## config.mk

```make
export PLATFORM = sky130hd
export DESIGN_NAME = riscv_trace_buffer
export DESIGN_NICKNAME = d
export VERILOG_FILES = /design/src/rtl/riscv_trace_buffer.sv
export SDC_FILE = /design/constraint.sdc
export NUM_CORES = 2
export LEC_CHECK = 0
export CELL_PAD_IN_SITES_DETAIL_PLACEMENT = 0
export CELL_PAD_IN_SITES_GLOBAL_PLACEMENT = 1
export CORE_UTILIZATION = 42
export DETAILED_ROUTE_END_ITERATION = 16
export GPL_ROUTABILITY_DRIVEN = 0
export PLACE_DENSITY_LB_ADDON = 0.1
export SLEW_MARGIN = 10
export SYNTH_ARGS = -nofsm -noshare
export SYNTH_HDL_FRONTEND = slang
export SYNTH_SLANG_ARGS = --single-unit
```

## constraint.sdc

```tcl
create_clock -name clk -period 5.3 [get_ports clk]
set_input_delay 0.53 -clock clk [delete_from_list [all_inputs] [get_ports clk]]
set_output_delay 0.53 -clock clk [all_outputs]
set_load 0.005 [all_outputs]
```

## src/rtl/riscv_trace_buffer.sv

```systemverilog
// Commit-trace capture buffer: records retired-instruction records into a ring
// in one-shot or circular mode, then drains them oldest-first over valid/ready.
module riscv_trace_buffer #(
    parameter int XLEN  = 64,
    parameter int DEPTH = 16,
    localparam int AW   = $clog2(DEPTH)
) (
    input  logic            clk,
    input  logic            reset,
    input  logic            arm,
    input  logic            mode,
    input  logic            trig_en,
    input  logic [XLEN-1:0] trig_pc,
    input  logic            force_stop,
    input  logic            cap_valid,
    input  logic [XLEN-1:0] cap_pc,
    input  logic [31:0]     cap_instr,
    input  logic [4:0]      cap_rd,
    input  logic [XLEN-1:0] cap_wdata,
    input  logic            cap_regwrite,
    output logic            out_valid,
    input  logic            out_ready,
    output logic [XLEN-1:0] out_pc,
    output logic [31:0]     out_instr,
    output logic [4:0]      out_rd,
    output logic [XLEN-1:0] out_wdata,
    output logic            out_regwrite,
    output logic [1:0]      state,
    output logic [AW:0]     count,
    output logic            overflow
);

    typedef enum logic [1:0] {
        IDLE    = 2'd0,
        CAPTURE = 2'd1,
        DRAIN   = 2'd2
    } state_t;

    typedef struct packed {
        logic [XLEN-1:0] pc;
        logic [31:0]     instr;
        logic [4:0]      rd;
        logic [XLEN-1:0] wdata;
        logic            regwrite;
    } rec_t;

    localparam logic [AW:0] FULL_COUNT = (AW+1)'(DEPTH);

    state_t          st;
    rec_t            mem [DEPTH];
    rec_t            rd_rec;
    logic [AW-1:0]   wr_ptr, rd_ptr, wr_ptr_next;
    logic [AW:0]     count_next;
    logic            mode_q, trig_en_q;
    logic [XLEN-1:0] trig_pc_q;
    logic            full, full_hit, trig_hit;

    // NOTE: the record array has no reset; count and the pointers alone decide
    // which entries are meaningful, so stale contents are never observed.
    always_ff @(posedge clk) begin
        if (st == CAPTURE && cap_valid)
            mem[wr_ptr] <= {cap_pc, cap_instr, cap_rd, cap_wdata, cap_regwrite};
    end

    assign full        = (count == FULL_COUNT);
    assign wr_ptr_next = cap_valid ? wr_ptr + AW'(1) : wr_ptr;
    assign count_next  = (cap_valid && !full) ? count + (AW+1)'(1) : count;
    assign full_hit    = !mode_q && cap_valid && (count_next == FULL_COUNT);
    assign trig_hit    = trig_en_q && cap_valid && (cap_pc == trig_pc_q);

    // NOTE: all state updates use non-blocking assignments so every register
    // samples the pre-edge values computed by the continuous assignments above.
    always_ff @(posedge clk) begin
        if (reset) begin
            st        <= IDLE;
            wr_ptr    <= '0;
            rd_ptr    <= '0;
            count     <= '0;
            overflow  <= 1'b0;
            mode_q    <= 1'b0;
            trig_en_q <= 1'b0;
            trig_pc_q <= '0;
        end else begin
            case (st)
                IDLE: begin
                    if (arm) begin
                        st        <= CAPTURE;
                        mode_q    <= mode;
                        trig_en_q <= trig_en;
                        trig_pc_q <= trig_pc;
                        wr_ptr    <= '0;
                        count     <= '0;
                        overflow  <= 1'b0;
                    end
                end
                CAPTURE: begin
                    wr_ptr <= wr_ptr_next;
                    count  <= count_next;
                    if (cap_valid && full)
                        overflow <= 1'b1;
                    // Oldest entry: a full ring wraps to wr_ptr_next itself.
                    if (force_stop || full_hit || trig_hit) begin
                        st     <= DRAIN;
                        rd_ptr <= wr_ptr_next - count_next[AW-1:0];
                    end
                end
                DRAIN: begin
                    if (count == '0) begin
                        st <= IDLE;
                    end else if (out_ready) begin
                        rd_ptr <= rd_ptr + AW'(1);
                        count  <= count - (AW+1)'(1);
                        if (count == (AW+1)'(1))
                            st <= IDLE;
                    end
                end
                default: st <= IDLE;
            endcase
        end
    end

    assign state        = st;
    assign rd_rec       = mem[rd_ptr];
    assign out_valid    = (st == DRAIN) && (count != '0);
    assign out_pc       = out_valid ? rd_rec.pc       : '0;
    assign out_instr    = out_valid ? rd_rec.instr    : '0;
    assign out_rd       = out_valid ? rd_rec.rd       : '0;
    assign out_wdata    = out_valid ? rd_rec.wdata    : '0;
    assign out_regwrite = out_valid ? rd_rec.regwrite : 1'b0;

endmodule

```

# After elaboration in Yosys (flattened, before gate mapping)
# Memories as Yosys holds them, arrays and structs flattened. A register that Yosys moved wholly into a read port is not among the register bits.
# Index checks and enable logic that the tools add are counted.
[classes]
muxes = 30
add_sub_neg = 5
reduce_logical = 24
eq_ne = 13
[ops]
columns = ["cell", "n"]
rows = [
  ["64-bit two-way mux", 2],
  ["64-bit == test", 1],
  ["32-bit two-way mux", 1],
  ["4-bit two-way mux", 7],
  ["5-bit two-way mux", 5],
  ["4-bit one-hot mux with 2 select lines", 2],
  ["5-bit one-hot mux with 3 select lines", 1],
  ["4-bit AND reduction", 3],
  ["5-bit == test, second input constant", 2],
  ["2-bit two-way mux", 5],
  ["4-bit by 1-bit adder with 4-bit output, second input constant", 2],
  ["1-bit logical AND", 8],
  ["2-bit inequality test, second input constant", 3],
  ["3-bit inequality test, second input constant", 2],
  ["2-bit one-hot mux with 3 select lines", 1],
  ["5-bit by 1-bit adder with 5-bit output, second input constant", 1],
  ["5-bit by 1-bit == test with 1-bit output, second input constant", 1],
  ["5-bit logical NOT", 1],
  ["1-bit two-way mux", 5],
  ["5-bit nonzero test", 1],
  ["5-bit by 1-bit subtractor with 5-bit output, second input constant", 1],
  ["2-bit by 1-bit inequality test with 1-bit output, second input constant", 2],
  ["2-bit AND reduction", 2],
  ["2-bit nonzero test", 2],
  ["other kinds (9)", 11],
]
[word_totals]
out_inout_bits = 175
memories = 1
ram_bits = 2656
inputBits = 238
register_bits = 82
[memory_table]
columns = ["memory", "depth", "word_bits", "rd", "rd_clocked_by_memory_dff", "write_ports", "line_no", "rtl"]
rows = [
  ["mem", 16, 166, 1, 1, 1, "50", "rec_t mem [DEPTH];"],
]

# Longest topological paths before layout
[logic_depth]
ltp_word = 12
mapped_depth = 14
ltp_nobuf = 13

# Worst setup path before layout
# OpenSTA, ideal clock, no wires.
[synth_path]
kind = "input to register"
start = "input cap_valid"
end = "memory mem[4][0] (netlist bit), enable pin"
t_arrival_ns = 5.131
stages = 5
path_slack_ns = -0.377
path_buffers = 2
t_required_ns = 4.754
cell_sequence = "buf_2 > buf_1 > nand2_1 > nor3_1 > and2_1"
[synth_between]
elab_chain_cells = 3
[synth_lines]
columns = ["item", "line_no", "rtl"]
rows = [
  ["start: declaration", "15", "input logic cap_valid,"],
  ["1-bit logical AND", "61", "if (st == CAPTURE && cap_valid)"],
  ["1-bit two-way mux", "61", ""],
  ["1-bit two-way mux (not written as such)", "62", "mem[wr_ptr] <= {cap_pc, cap_instr, cap_rd, cap_wdata, cap_regwrite};"],
  ["end: declaration", "50", ""],
]
# No other way between the ends.

==> results.toml <==
[synthesis]
ys_top_cells_by_area = "edfxtp_1 (76%), mux4_2 (18%), dfxtp_1 (1.6%)"
synth_edf_count = 2656
yosysUniqueCellTypes = 55
ys_ff_latch = 2742
synth-main-ff-cell = "edfxtp_1"
synthArstFlopShare_pct = 0
ys_seq_area_share_pct = 77.4
syn_area_um2 = 105000
synth_top_area_cell = "edfxtp_1"
synth_top_area_share_pct = 75.7
syn_nets = 4747
netlist_instances = 4493
synth-warning-count = 0
syn_area_per_cell_um2 = 23.4

[clocking]
cts.sinks = 2742
cts_max_level = 5
cts.path.max_buffers = 4
ctsHoldBuffers = 0
cts_root_buf = "clkbuf_16"
clkTransAtPathRegs_ps = 60
post_cts_buffers = 0
numCtsBuffers = 307
tritoncts = "done"
clock_latency_ps = 960
cts_resized = 0

[place]
dp_hpwl_mm = 151
place_area_um2 = 115000
dp.cells = 8161
io_buffers = 412
pre_cts_ws_ps = 1330

[flow_run]
drv_cap = 0

[timing]
worst-slew-pin-transition_ps = 1170
grt_setup_unrepaired = "no"
fin_ws_ps = 605
finClkSkew_ps = 51.6
tns_ps = 0
post-route-period-util_pct = 88.6
hold_viol_final = 0
slew_headroom_pct = 21.9
max_freq_ghz = 0.213
finalSetupViolations = 0
finalMaxSlewViolations = 0
fin_crit_ps = 4700

[drt]
antenna_left = 0
first_pass_iters = 7
drt_wl_total_mm = 276
drt_iter0_drc = 4588
avgViaCountPerCell = 5.69
vias = 49500
post-route-drc-count = 0
wire_per_inst_um = 31.8

[worst_setup_path]
path_class = "flop to primary output"
slowest_stage = "dfxtp_4"
endpoint_kind = "primary output"
critPathTopFamily = "multiplexers"
cp_max_fo = 27
cp-start-kind = "flop"
r2r_cells = 14
required_ps = 4770
crit_buf_inv = 2
cpPeakStageDelay_ps = 810
r2r-start = "count[0]$_SDFFE_PP0P_"
critPathMostFrequentCell = "mux4_2"
rrSetupSlack_ps = 2200
path_cells = "buf_4 -> mux4_2 -> mux4_2 -> and2_1 -> clkdlybuf4s50_1"
cp.arrival_ps = 4170

[floorplan]
die_y_um = 503
start_util_pct = 42.3
core_region_area_um2 = 249000
rows = 183
dieArea_um2 = 253000
die_w_um = 503
io-pin-count = 413

[layout]
finalInstanceArea_um2 = 124000
stdcell_count = 8687
area_growth_pct = 17.9
final_common_cell = "edfxtp_1"
drive_gt1_share_pct = 26.3
final_cell_mix = "edfxtp_1 (2656), mux4_2 (830), clkdlybuf4s50_1 (411), clkbuf_16 (312), and2_1 (166)"
nets = 5394

[global_routing]
overflow = 0
grt_pass1_vias = 51800
antenna_found_initial = 45
track_usage_pct = 22.1
grt_max_degree = 91
grt_pass1_wl_mm = 391

[outcome]
status = "finished, final reports clean"

[worst_hold_path]
hold_path_startpoint = "trig_pc[0]"
hold_depth = 3
holdCritPathClass = "input port to flop"
whs_endpoint = "trig_pc_q[0]$_SDFFE_PP0P_"

[power_and_ir_drop]
ir_drop_v = 0.000388
power_leakage_nw = 37.7
power.density_nw_per_um2 = 436
## sequential cells by signal, summed over array words and instances (netlist names), named ones only
name       count
trig_en_q      1
wr_ptr         4
count          5
overflow       1
rd_ptr         4
state          2
trig_pc_q     64
mem         2656
mode_q         1
## cells by family (layout without fill, tap and decap cells)
group | after synthesis | count (layout) | share of synthesized area, %
other | 0 | 7 | 0
multiplexers | 836 | 836 | 17.8
flip-flops | 2742 | 2742 | 77.4
adder cells (fa/ha/maj) | 16 | 16 | 0.197
buffers and inverters | 256 | 1113 | 1.11
XOR/XNOR | 66 | 66 | 0.549
AO/OA/AOI/OAI | 123 | 123 | 0.682
AND/OR/NAND/NOR | 454 | 454 | 2.28
## worst min-delay path, delay by kind of cell
family	cells	cell delay, ps
and+or+nand+nor	1	60
buffers and inverters	1	390
AOI/OAI and AO/OA	1	50
## synthesized netlist by cell type, drive strengths merged, types with 7 or more instances
master and instances:
nor3 12, nand4 12, xnor2 12, nand3 10, o21ai 7, nor2b 22, xor2 54, buf 112
dfxtp 86, and2 183, nor2 21, edfxtp 2656, a21oi 85, ha 15, clkbuf 122, nor4 26
inv 22, nand2 155, mux4 830
## layer usage
| metal | global-route usage [%] | share of wire [%] | wire length, µm |
|---|---|---|---|
| met3 | 4.21 | 5.9 | 16400 |
| met2 | 34.8 | 48 | 133000 |
| met4 | 5.04 | 2.0 | 5420 |
| met1 | 31.9 | 44 | 122000 |
| met5 | 0 | 0.086 | 237 |
## report_power, final
part	switching (mW)	internal (mW)
clock	8.22	11.7
combinational	4.60	5.05
sequential	0.402	24.2
## how the worst max path moves through the flow
| stage | start | depth (start not counted) | endpoint | slack [ps] |
|---|---|---|---|---|
| 2_1_floorplan | cap_valid | 5 | mem[4][0]$_DFFE_PP_ | 1470 |
| 3_3_place_gp | cap_pc[14] | 8 | rd_ptr[0]$_SDFFE_PP0P_ | 1340 |
| 3_5_place_dp | cap_pc[14] | 8 | flop | 1330 |
| 4_1_cts | flop | 6 | out_wdata[39] | 440 |
| 5_1_grt | flop | 5 | out_instr[15] | 370 |
| 6_report | flop | 5 | out_instr[15] | 600 |
## stage by stage
step                      util [%]  total power, mW  hold slack [ps]
after global placement        46.2             35.0              455
after floorplan                  -             31.8              437
after detailed placement      46.2             35.0              460
final                         49.9             54.2              171
after global routing          49.9             56.2              140
after CTS                     49.9             54.9              102
## cell type report
type	instances	area, µm²
multi-input combinational	1495	22700
fill	19900	125000
inverter	22	82.6
clock inverter	131	1110
tap	3330	4170
sequential	2742	81500
timing repair buffer	572	6480
antenna	7	17.5
clock buffer	388	8100
No activity file was read; power rests on OpenSTA's default activity.
